## config.mk

```make
export PLATFORM = sky130hd
export DESIGN_NAME = com_uart
export DESIGN_NICKNAME = d
export VERILOG_FILES = /design/src/rtl/com_uart.sv
export SDC_FILE = /design/constraint.sdc
export NUM_CORES = 1
export LEC_CHECK = 0
export CAP_MARGIN = 40
export CORE_AREA = 8 8 93 95
export CTS_BUF_LIST = sky130_fd_sc_hd__clkbuf_4
export CTS_CLUSTER_SIZE = 20
export DETAILED_ROUTE_END_ITERATION = 10
export DIE_AREA = 0 0 101 103
export PLACE_DENSITY = 0.65
export SYNTH_ARGS = -nofsm -noshare
export SYNTH_HDL_FRONTEND = slang
export SYNTH_SLANG_ARGS = --single-unit
```

## constraint.sdc

```tcl
create_clock -name clk -period 2.5 [get_ports clk]
set_clock_uncertainty 0.2 [all_clocks]
set_input_delay 0.25 -clock clk [delete_from_list [all_inputs] [get_ports clk]]
set_output_delay 0.25 -clock clk [all_outputs]
set_load 0.02 [all_outputs]
```

## src/rtl/com_uart.sv

```systemverilog
// ---------------------------------------------------------------------------
// com_uart -- COM-bus UART responder (8N1, LSB first) for the risc8 core.
//
// Register map (relative to BASE_ADDR):
//   +0 DATA    write: queue a TX byte   read: RX holding byte
//   +1 STATUS  [0] txf_empty [1] txf_full [2] tx_busy [3] rx_valid
//              [4] rx_ovr    [5] rx_fe    [6] tx_ovf  [7] 0
//              write 1s to [6:4] to clear those flags
//   +2 CTRL    [0] rx irq enable [1] tx-done irq enable
//   +3 reserved, reads 0
//
// Ports:
//   clk        clock
//   rst        synchronous active-high reset
//   com_addr   register address
//   com_wr     write data, qualified by com_we
//   com_we     write strobe
//   com_re     read strobe, only used for the DATA pop side effect
//   com_rd     combinational read data (cause byte while interrupt=1)
//   interrupt  one-cycle interrupt pulse
//   uart_tx    serial output, idle high
//   uart_rx    serial input, asynchronous
//
// Build option: define COM_UART_RX_EN to include the receiver. Without it
// uart_rx is ignored, DATA reads 0 and STATUS[5:3] read 0.
//
// Bus handshake: com_we and com_re are single-cycle strobes qualified by
// com_addr in the same cycle; the block never stalls the bus, so every
// strobe is consumed at the clock edge that samples it.
// ---------------------------------------------------------------------------
module com_uart #(
    parameter logic [7:0]  BASE_ADDR  = 8'h04,
    parameter int unsigned CLK_DIV    = 434,
    parameter int unsigned FIFO_DEPTH = 4,
    parameter logic [3:0]  IRQ_ID     = 4'h1
) (
    input  logic       clk,
    input  logic       rst,
    input  logic [7:0] com_addr,
    input  logic [7:0] com_wr,
    input  logic       com_we,
    input  logic       com_re,
    output logic [7:0] com_rd,
    output logic       interrupt,
    output logic       uart_tx,
    input  logic       uart_rx
);

    localparam int unsigned AW = $clog2(FIFO_DEPTH);
    localparam int unsigned CW = $clog2(CLK_DIV);
    localparam logic [CW-1:0] DIV_LAST  = CW'(CLK_DIV - 1);
    localparam logic [CW-1:0] HALF_LAST = CW'(CLK_DIV / 2 - 1);

    // ------------------------------------------------------------------
    // Address decode
    // ------------------------------------------------------------------
    logic sel_data, sel_stat, sel_ctrl;
    assign sel_data = (com_addr == BASE_ADDR);
    assign sel_stat = (com_addr == BASE_ADDR + 8'd1);
    assign sel_ctrl = (com_addr == BASE_ADDR + 8'd2);

    // ------------------------------------------------------------------
    // TX FIFO (extra pointer bit distinguishes full from empty)
    // ------------------------------------------------------------------
    logic [7:0] fifo_mem_q [FIFO_DEPTH];
    logic [AW:0] wr_ptr_q, rd_ptr_q;
    logic fifo_empty, fifo_full, tx_pop, push_req, push_ok, ovf_set;
    logic [7:0] fifo_head;

    assign fifo_empty = (wr_ptr_q == rd_ptr_q);
    assign fifo_full  = (wr_ptr_q[AW] != rd_ptr_q[AW]) &&
                        (wr_ptr_q[AW-1:0] == rd_ptr_q[AW-1:0]);
    assign fifo_head  = fifo_mem_q[rd_ptr_q[AW-1:0]];
    assign push_req   = com_we & sel_data;
    // A full FIFO still takes the byte if the TX engine frees a slot now.
    assign push_ok    = push_req & (~fifo_full | tx_pop);
    assign ovf_set    = push_req & fifo_full & ~tx_pop;

    always_ff @(posedge clk) begin
        if (rst) begin
            wr_ptr_q <= '0;
            rd_ptr_q <= '0;
        end else begin
            if (push_ok) wr_ptr_q <= wr_ptr_q + 1'b1;
            if (tx_pop)  rd_ptr_q <= rd_ptr_q + 1'b1;
        end
    end

    always_ff @(posedge clk) begin
        if (push_ok) fifo_mem_q[wr_ptr_q[AW-1:0]] <= com_wr;
    end

    // ------------------------------------------------------------------
    // TX FSM
    // ------------------------------------------------------------------
    typedef enum logic [1:0] {TX_IDLE, TX_START, TX_DATA, TX_STOP} tx_state_e;

    tx_state_e     tx_state_q, tx_state_d;
    logic [CW-1:0] tx_cnt_q, tx_cnt_d;
    logic [2:0]    tx_bit_q, tx_bit_d;
    logic [7:0]    tx_shift_q, tx_shift_d;
    logic          tx_busy, tx_baud_done, tx_done_evt;

    assign tx_baud_done = (tx_cnt_q == DIV_LAST);

    always_ff @(posedge clk) begin
        if (rst) begin
            tx_state_q <= TX_IDLE;
            tx_cnt_q   <= '0;
            tx_bit_q   <= '0;
            tx_shift_q <= '0;
        end else begin
            tx_state_q <= tx_state_d;
            tx_cnt_q   <= tx_cnt_d;
            tx_bit_q   <= tx_bit_d;
            tx_shift_q <= tx_shift_d;
        end
    end

    always_comb begin
        tx_state_d = tx_state_q;
        tx_cnt_d   = tx_cnt_q + 1'b1;
        tx_bit_d   = tx_bit_q;
        tx_shift_d = tx_shift_q;
        tx_pop     = 1'b0;
        unique case (tx_state_q)
            TX_IDLE: begin
                tx_cnt_d = '0;
                if (!fifo_empty) begin
                    tx_pop     = 1'b1;
                    tx_shift_d = fifo_head;
                    tx_state_d = TX_START;
                end
            end
            TX_START: begin
                if (tx_baud_done) begin
                    tx_cnt_d   = '0;
                    tx_bit_d   = '0;
                    tx_state_d = TX_DATA;
                end
            end
            TX_DATA: begin
                if (tx_baud_done) begin
                    tx_cnt_d   = '0;
                    tx_shift_d = {1'b0, tx_shift_q[7:1]};
                    if (tx_bit_q == 3'd7) tx_state_d = TX_STOP;
                    else                  tx_bit_d   = tx_bit_q + 1'b1;
                end
            end
            TX_STOP: begin
                if (tx_baud_done) begin
                    tx_cnt_d = '0;
                    // Chain straight into the next start bit: no idle gap.
                    if (!fifo_empty) begin
                        tx_pop     = 1'b1;
                        tx_shift_d = fifo_head;
                        tx_state_d = TX_START;
                    end else begin
                        tx_state_d = TX_IDLE;
                    end
                end
            end
            default: tx_state_d = TX_IDLE;
        endcase
    end

    always_comb begin
        uart_tx = 1'b1;
        unique case (tx_state_q)
            TX_START: uart_tx = 1'b0;
            TX_DATA:  uart_tx = tx_shift_q[0];
            default:  uart_tx = 1'b1;
        endcase
        tx_busy = (tx_state_q != TX_IDLE);
    end

    // Leaving STOP for IDLE is the only busy 1->0 transition, and it only
    // happens with the FIFO empty.
    assign tx_done_evt = (tx_state_q == TX_STOP) && (tx_state_d == TX_IDLE);

    // ------------------------------------------------------------------
    // CTRL and tx overflow flag
    // ------------------------------------------------------------------
    logic [1:0] ctrl_q;
    logic       tx_ovf_q;

    always_ff @(posedge clk) begin
        if (rst) begin
            ctrl_q   <= '0;
            tx_ovf_q <= 1'b0;
        end else begin
            if (com_we && sel_ctrl) ctrl_q <= com_wr[1:0];
            if (ovf_set)                           tx_ovf_q <= 1'b1;
            else if (com_we && sel_stat && com_wr[6]) tx_ovf_q <= 1'b0;
        end
    end

    // ------------------------------------------------------------------
    // Receiver
    // ------------------------------------------------------------------
    logic       rx_valid, rx_ovr, rx_fe, rx_cause;
    logic [7:0] rx_data;

`ifdef COM_UART_RX_EN
    typedef enum logic [1:0] {RX_IDLE, RX_START, RX_DATA, RX_STOP} rx_state_e;

    rx_state_e     rx_state_q, rx_state_d;
    logic [CW-1:0] rx_cnt_q, rx_cnt_d;
    logic [2:0]    rx_bit_q, rx_bit_d;
    logic [7:0]    rx_shift_q, rx_shift_d;
    logic          rx_meta_q, rx_sync_q, rx_prev_q;
    logic [7:0]    rx_data_q;
    logic          rx_valid_q, rx_ovr_q, rx_fe_q;
    logic          rx_stop_sample, rx_pop, rx_load;

    always_ff @(posedge clk) begin
        if (rst) begin
            rx_meta_q  <= 1'b1;
            rx_sync_q  <= 1'b1;
            rx_prev_q  <= 1'b1;
            rx_state_q <= RX_IDLE;
            rx_cnt_q   <= '0;
            rx_bit_q   <= '0;
            rx_shift_q <= '0;
        end else begin
            rx_meta_q  <= uart_rx;
            rx_sync_q  <= rx_meta_q;
            rx_prev_q  <= rx_sync_q;
            rx_state_q <= rx_state_d;
            rx_cnt_q   <= rx_cnt_d;
            rx_bit_q   <= rx_bit_d;
            rx_shift_q <= rx_shift_d;
        end
    end

    always_comb begin
        rx_state_d = rx_state_q;
        rx_cnt_d   = rx_cnt_q + 1'b1;
        rx_bit_d   = rx_bit_q;
        rx_shift_d = rx_shift_q;
        unique case (rx_state_q)
            RX_IDLE: begin
                rx_cnt_d = '0;
                if (rx_prev_q && !rx_sync_q) rx_state_d = RX_START;
            end
            RX_START: begin
                // Re-check half a bit later; a high line means a glitch.
                if (rx_cnt_q == HALF_LAST) begin
                    rx_cnt_d   = '0;
                    rx_bit_d   = '0;
                    rx_state_d = rx_sync_q ? RX_IDLE : RX_DATA;
                end
            end
            RX_DATA: begin
                if (rx_cnt_q == DIV_LAST) begin
                    rx_cnt_d   = '0;
                    rx_shift_d = {rx_sync_q, rx_shift_q[7:1]};
                    if (rx_bit_q == 3'd7) rx_state_d = RX_STOP;
                    else                  rx_bit_d   = rx_bit_q + 1'b1;
                end
            end
            RX_STOP: begin
                if (rx_cnt_q == DIV_LAST) begin
                    rx_cnt_d   = '0;
                    rx_state_d = RX_IDLE;
                end
            end
            default: rx_state_d = RX_IDLE;
        endcase
    end

    always_comb begin
        rx_stop_sample = (rx_state_q == RX_STOP) && (rx_cnt_q == DIV_LAST);
    end

    assign rx_pop  = com_re & sel_data;
    assign rx_load = rx_stop_sample & rx_sync_q & (~rx_valid_q | rx_pop);

    always_ff @(posedge clk) begin
        if (rst) begin
            rx_data_q  <= '0;
            rx_valid_q <= 1'b0;
            rx_ovr_q   <= 1'b0;
            rx_fe_q    <= 1'b0;
        end else begin
            if (rx_load) begin
                rx_data_q  <= rx_shift_q;
                rx_valid_q <= 1'b1;
            end else if (rx_pop) begin
                rx_valid_q <= 1'b0;
            end
            if (rx_stop_sample && rx_sync_q && rx_valid_q && !rx_pop)
                rx_ovr_q <= 1'b1;
            else if (com_we && sel_stat && com_wr[4])
                rx_ovr_q <= 1'b0;
            if (rx_stop_sample && !rx_sync_q)
                rx_fe_q <= 1'b1;
            else if (com_we && sel_stat && com_wr[5])
                rx_fe_q <= 1'b0;
        end
    end

    assign rx_valid = rx_valid_q;
    assign rx_ovr   = rx_ovr_q;
    assign rx_fe    = rx_fe_q;
    assign rx_data  = rx_data_q;
    // Only a 0->1 change of rx_valid is a cause; a refill keeps valid high.
    assign rx_cause = rx_load & ~rx_valid_q & ctrl_q[0];
`else
    logic unused_rx_inputs;
    assign unused_rx_inputs = ^{uart_rx, com_re};
    assign rx_valid = 1'b0;
    assign rx_ovr   = 1'b0;
    assign rx_fe    = 1'b0;
    assign rx_data  = 8'h00;
    assign rx_cause = 1'b0;
`endif

    // ------------------------------------------------------------------
    // Interrupt pulse and cause capture
    // ------------------------------------------------------------------
    logic       irq_q, cause_tx;
    logic [1:0] cause_q;

    assign cause_tx = tx_done_evt & ctrl_q[1];

    always_ff @(posedge clk) begin
        if (rst) begin
            irq_q   <= 1'b0;
            cause_q <= '0;
        end else begin
            irq_q   <= cause_tx | rx_cause;
            cause_q <= {cause_tx, rx_cause};
        end
    end

    assign interrupt = irq_q;

    // ------------------------------------------------------------------
    // Read mux; the cause byte overrides the address during the pulse
    // ------------------------------------------------------------------
    logic [7:0] status;
    assign status = {1'b0, tx_ovf_q, rx_fe, rx_ovr, rx_valid,
                     tx_busy, fifo_full, fifo_empty};

    always_comb begin
        com_rd = 8'h00;
        if (irq_q)         com_rd = {IRQ_ID, 2'b00, cause_q};
        else if (sel_data) com_rd = rx_data;
        else if (sel_stat) com_rd = status;
        else if (sel_ctrl) com_rd = {6'b0, ctrl_q};
    end

endmodule

```

==> reports/qor.yml <==
synthSimpleGateAreaFrac_pct: 17.00
clkTransAtPathRegs_ns: 0.12
wl_um: 5916
synth-edff-count: 32
synth_xor_area_share_pct: 3.471
synthMuxAreaShare_pct: 11.62
utilization_pct: 53.82
rsz0062_at_grt: "no"
cp_num_buf_inv: 1
cp-start-kind: "register"
fmax_mhz: 429.3
finalSetupTns_ns: 0
synth_cell_type_count: 53
cp_data_required_time_ns: 2.05
async_reset_ff_share_pct: 0
cts_tree: "yes"
avgRoutedWirePerCell_um: 14.22
setup_violations: 0
drv_cap: 0
syn_area_per_cell_um2: 11.88
synth.most_common_cell: "dfxtp_1"
synth-adder-area-share_pct: 5.070
clock-sinks: 66
seq_area_frac_synth_pct: 51.17
slew_viol_final: 0
slowest_stage: "dlygate4sd2_1"
vias: 2091
vias_per_cell: 5.026
n_antenna_cell: 0
cp.arrival_ns: 1.88
path_delay_family: "simple AND/OR/NAND/NOR gates"
synth_area_leaders: "edfxtp_1 30%, dfxtp_1 21%, mux4_2 5.6%"
drive_above_1_share_pct: 19.56
clk-insertion-delay-late_ns: 0.41
crit_chain: "xor2_2 -> nor3_2 -> a22oi_1 -> nor3_1 -> dlygate4sd2_1"
power_leakage_nw: 1.442
coreArea_um2: 7137
hpwl_um: 4321
cpPeakStageDelay_ns: 0.38
synth_common_cells: "34 x dfxtp_1, 32 x edfxtp_1, 28 x nand2_1"
first_global_vias: 2061
setup_slack_ns: 0.1708
ioPinCount: 31
io_buffer_count: 25
dr.pass1.iters: 4
cp_max_fo: 5
die_area_um2: 10400
yosysWarnings: 0
rows: 31
grt_pass1_wl_um: 9915
synth_top_area_cell: "edfxtp_1"
nets: 346
grt-ovfl-total: 0
area_delta_synth_final_pct: 19.73
finalHoldViolations: 0
multiInputGateArea_um2: 1470
grt_usage_pct: 12.48
power_density_nw_per_um2: 643.0
synth_ff_type: "dfxtp_1"
ys_ff_latch: 66
synth_compound_area_share_pct: 7.995
fin_crit_ns: 2.329
cts_buffer_depth: 2
crit_path_end_kind: "output port"
seqCellArea_um2: 1643
initial_core_util_pct: 44.95
status: "complete, no violations"
criticalPathCategory: "register to output port"
fp.dieW_um: 101
cts_buffers: 9
gp_congestion: 0.7797
hold_class: "register to register"
ant_nets: 0
syn-cell-area_um2: 3208
cts_hold_buf: 0
chipHeight_um: 103
worst_slew_pin_slew_ns: 0.5642
post_cts_buffers: 0
cts_max_level: 3
maxSlewHeadroom_pct: 62.29
pre_cts_ws_ns: 0.008697
drc: 0
drt-initial-drc-count: 70
antenna_found_initial: 0
vdd_drop_max_mv: 0.3532
fin_crit_sh_pct: 93.17
synth_top_family_by_area: "simple AND/OR/NAND/NOR gates"
p_total_mw: 2.470
grt_max_degree: 17
fill_cells: 633
synth_top_area_share_pct: 29.95
root_buffer: "clkbuf_4"
syn_inst: 270
cells by family (layout without fill, tap and decap cells):
| family | Yosys count | in the layout |
|---|---|---|
| and+or+nand+nor | 102 | 102 |
| DFF | 66 | 66 |
| AOI/OAI and AO/OA | 32 | 32 |
| muxes | 23 | 23 |
| buffers and inverters | 22 | 67 |
| adders and majority gates | 13 | 13 |
| xor gates and xnor gates | 11 | 11 |
| other | 1 | 3 |
layout make-up:
cell class                 instances  share of cell area (%)
sequential                        66                   42.77
clock buffer                       9                   1.759
inverter                           9                  0.8795
timing repair buffer              42                   11.07
multi-input combinational        184                   38.27
tap                               99                   3.225
clock inverter                     7                   2.020
through the flow:
stage	hold slack (ns)	std cells	area, µm²
finish	0.2708	416	3841
global placement	0.2456	400	3687
detailed placement	0.2565	400	3687
CTS	0.2523	416	3829
floorplan	0.1489	272	3216
global route	0.2426	416	3841
worst min-delay path: stages (launching register included):
cell and delay [ns]:
dfxtp_1 0.33, nand2_1 0.05, mux2i_1 0.06
flip-flops by register name, summed over array words and instances, names as in the netlist, named ones only:
register and cells:
fifo_mem_q 32, rd_ptr_q 3, tx_ovf_q 1, wr_ptr_q 3
tx_shift_q 8, cause_q 1, tx_state_q 2, tx_bit_q 3
ctrl_q 2, tx_cnt_q 9
layout by cell type (no fill, tap or decap), types with 8 or more instances in the layout:
cell / Yosys / routed
buf_4: 4 / 13
nand2_1: 28 / 28
edfxtp_1: 32 / 32
mux2_4: 8 / 8
mux4_2: 8 / 8
dfxtp_1: 34 / 33
clkdlybuf4s50_1: 0 / 20
nor2b_1: 12 / 12
inv_1: 8 / 8
a21oi_1: 13 / 13
ha_1: 13 / 13
nor2_1: 25 / 25
clkbuf_4: 0 / 9
where the power goes:
| group | switching, mW | internal [mW] | leakage (nW) |
|---|---|---|---|
| clock network | 0.413 | 0.313 | 0.0769 |
| registers | 0.0390 | 1.18 | 0.562 |
| logic | 0.262 | 0.260 | 0.803 |
| total | 0.714 | 1.76 | 1.44 |
metal layers:
layer  routed length, µm  up-vias  global-route usage [%]
met5                   0        -                       0
met1                2641      990                   14.67
met2                2897       42                   20.68
li1                    -     1054                       -
met4                  55        0                   4.467
met3                 321        5                   4.389
path summary, 6_finish.rpt:
check / from / endpoint / slack [ns] / cells past startpoint
setup / recovery: rd_ptr_q[1] / com_rd[0] / 0.17 / 5
hold / removal: tx_shift_q[7] / tx_shift_q[7] / 0.27 / 2
setup reg to reg: tx_state_q[0] / fifo_mem_q[1][2] / 0.21 / 6
hold reg to reg: tx_shift_q[7] / tx_shift_q[7] / 0.27 / 2
repair_timing:
action	4_1_cts	5_1_grt
hold endpoints to repair	0	0
gates cloned	0	0
endpoints found under the setup margin	4	10
resized for setup	5	3
No activity file was read; power rests on OpenSTA's default activity.
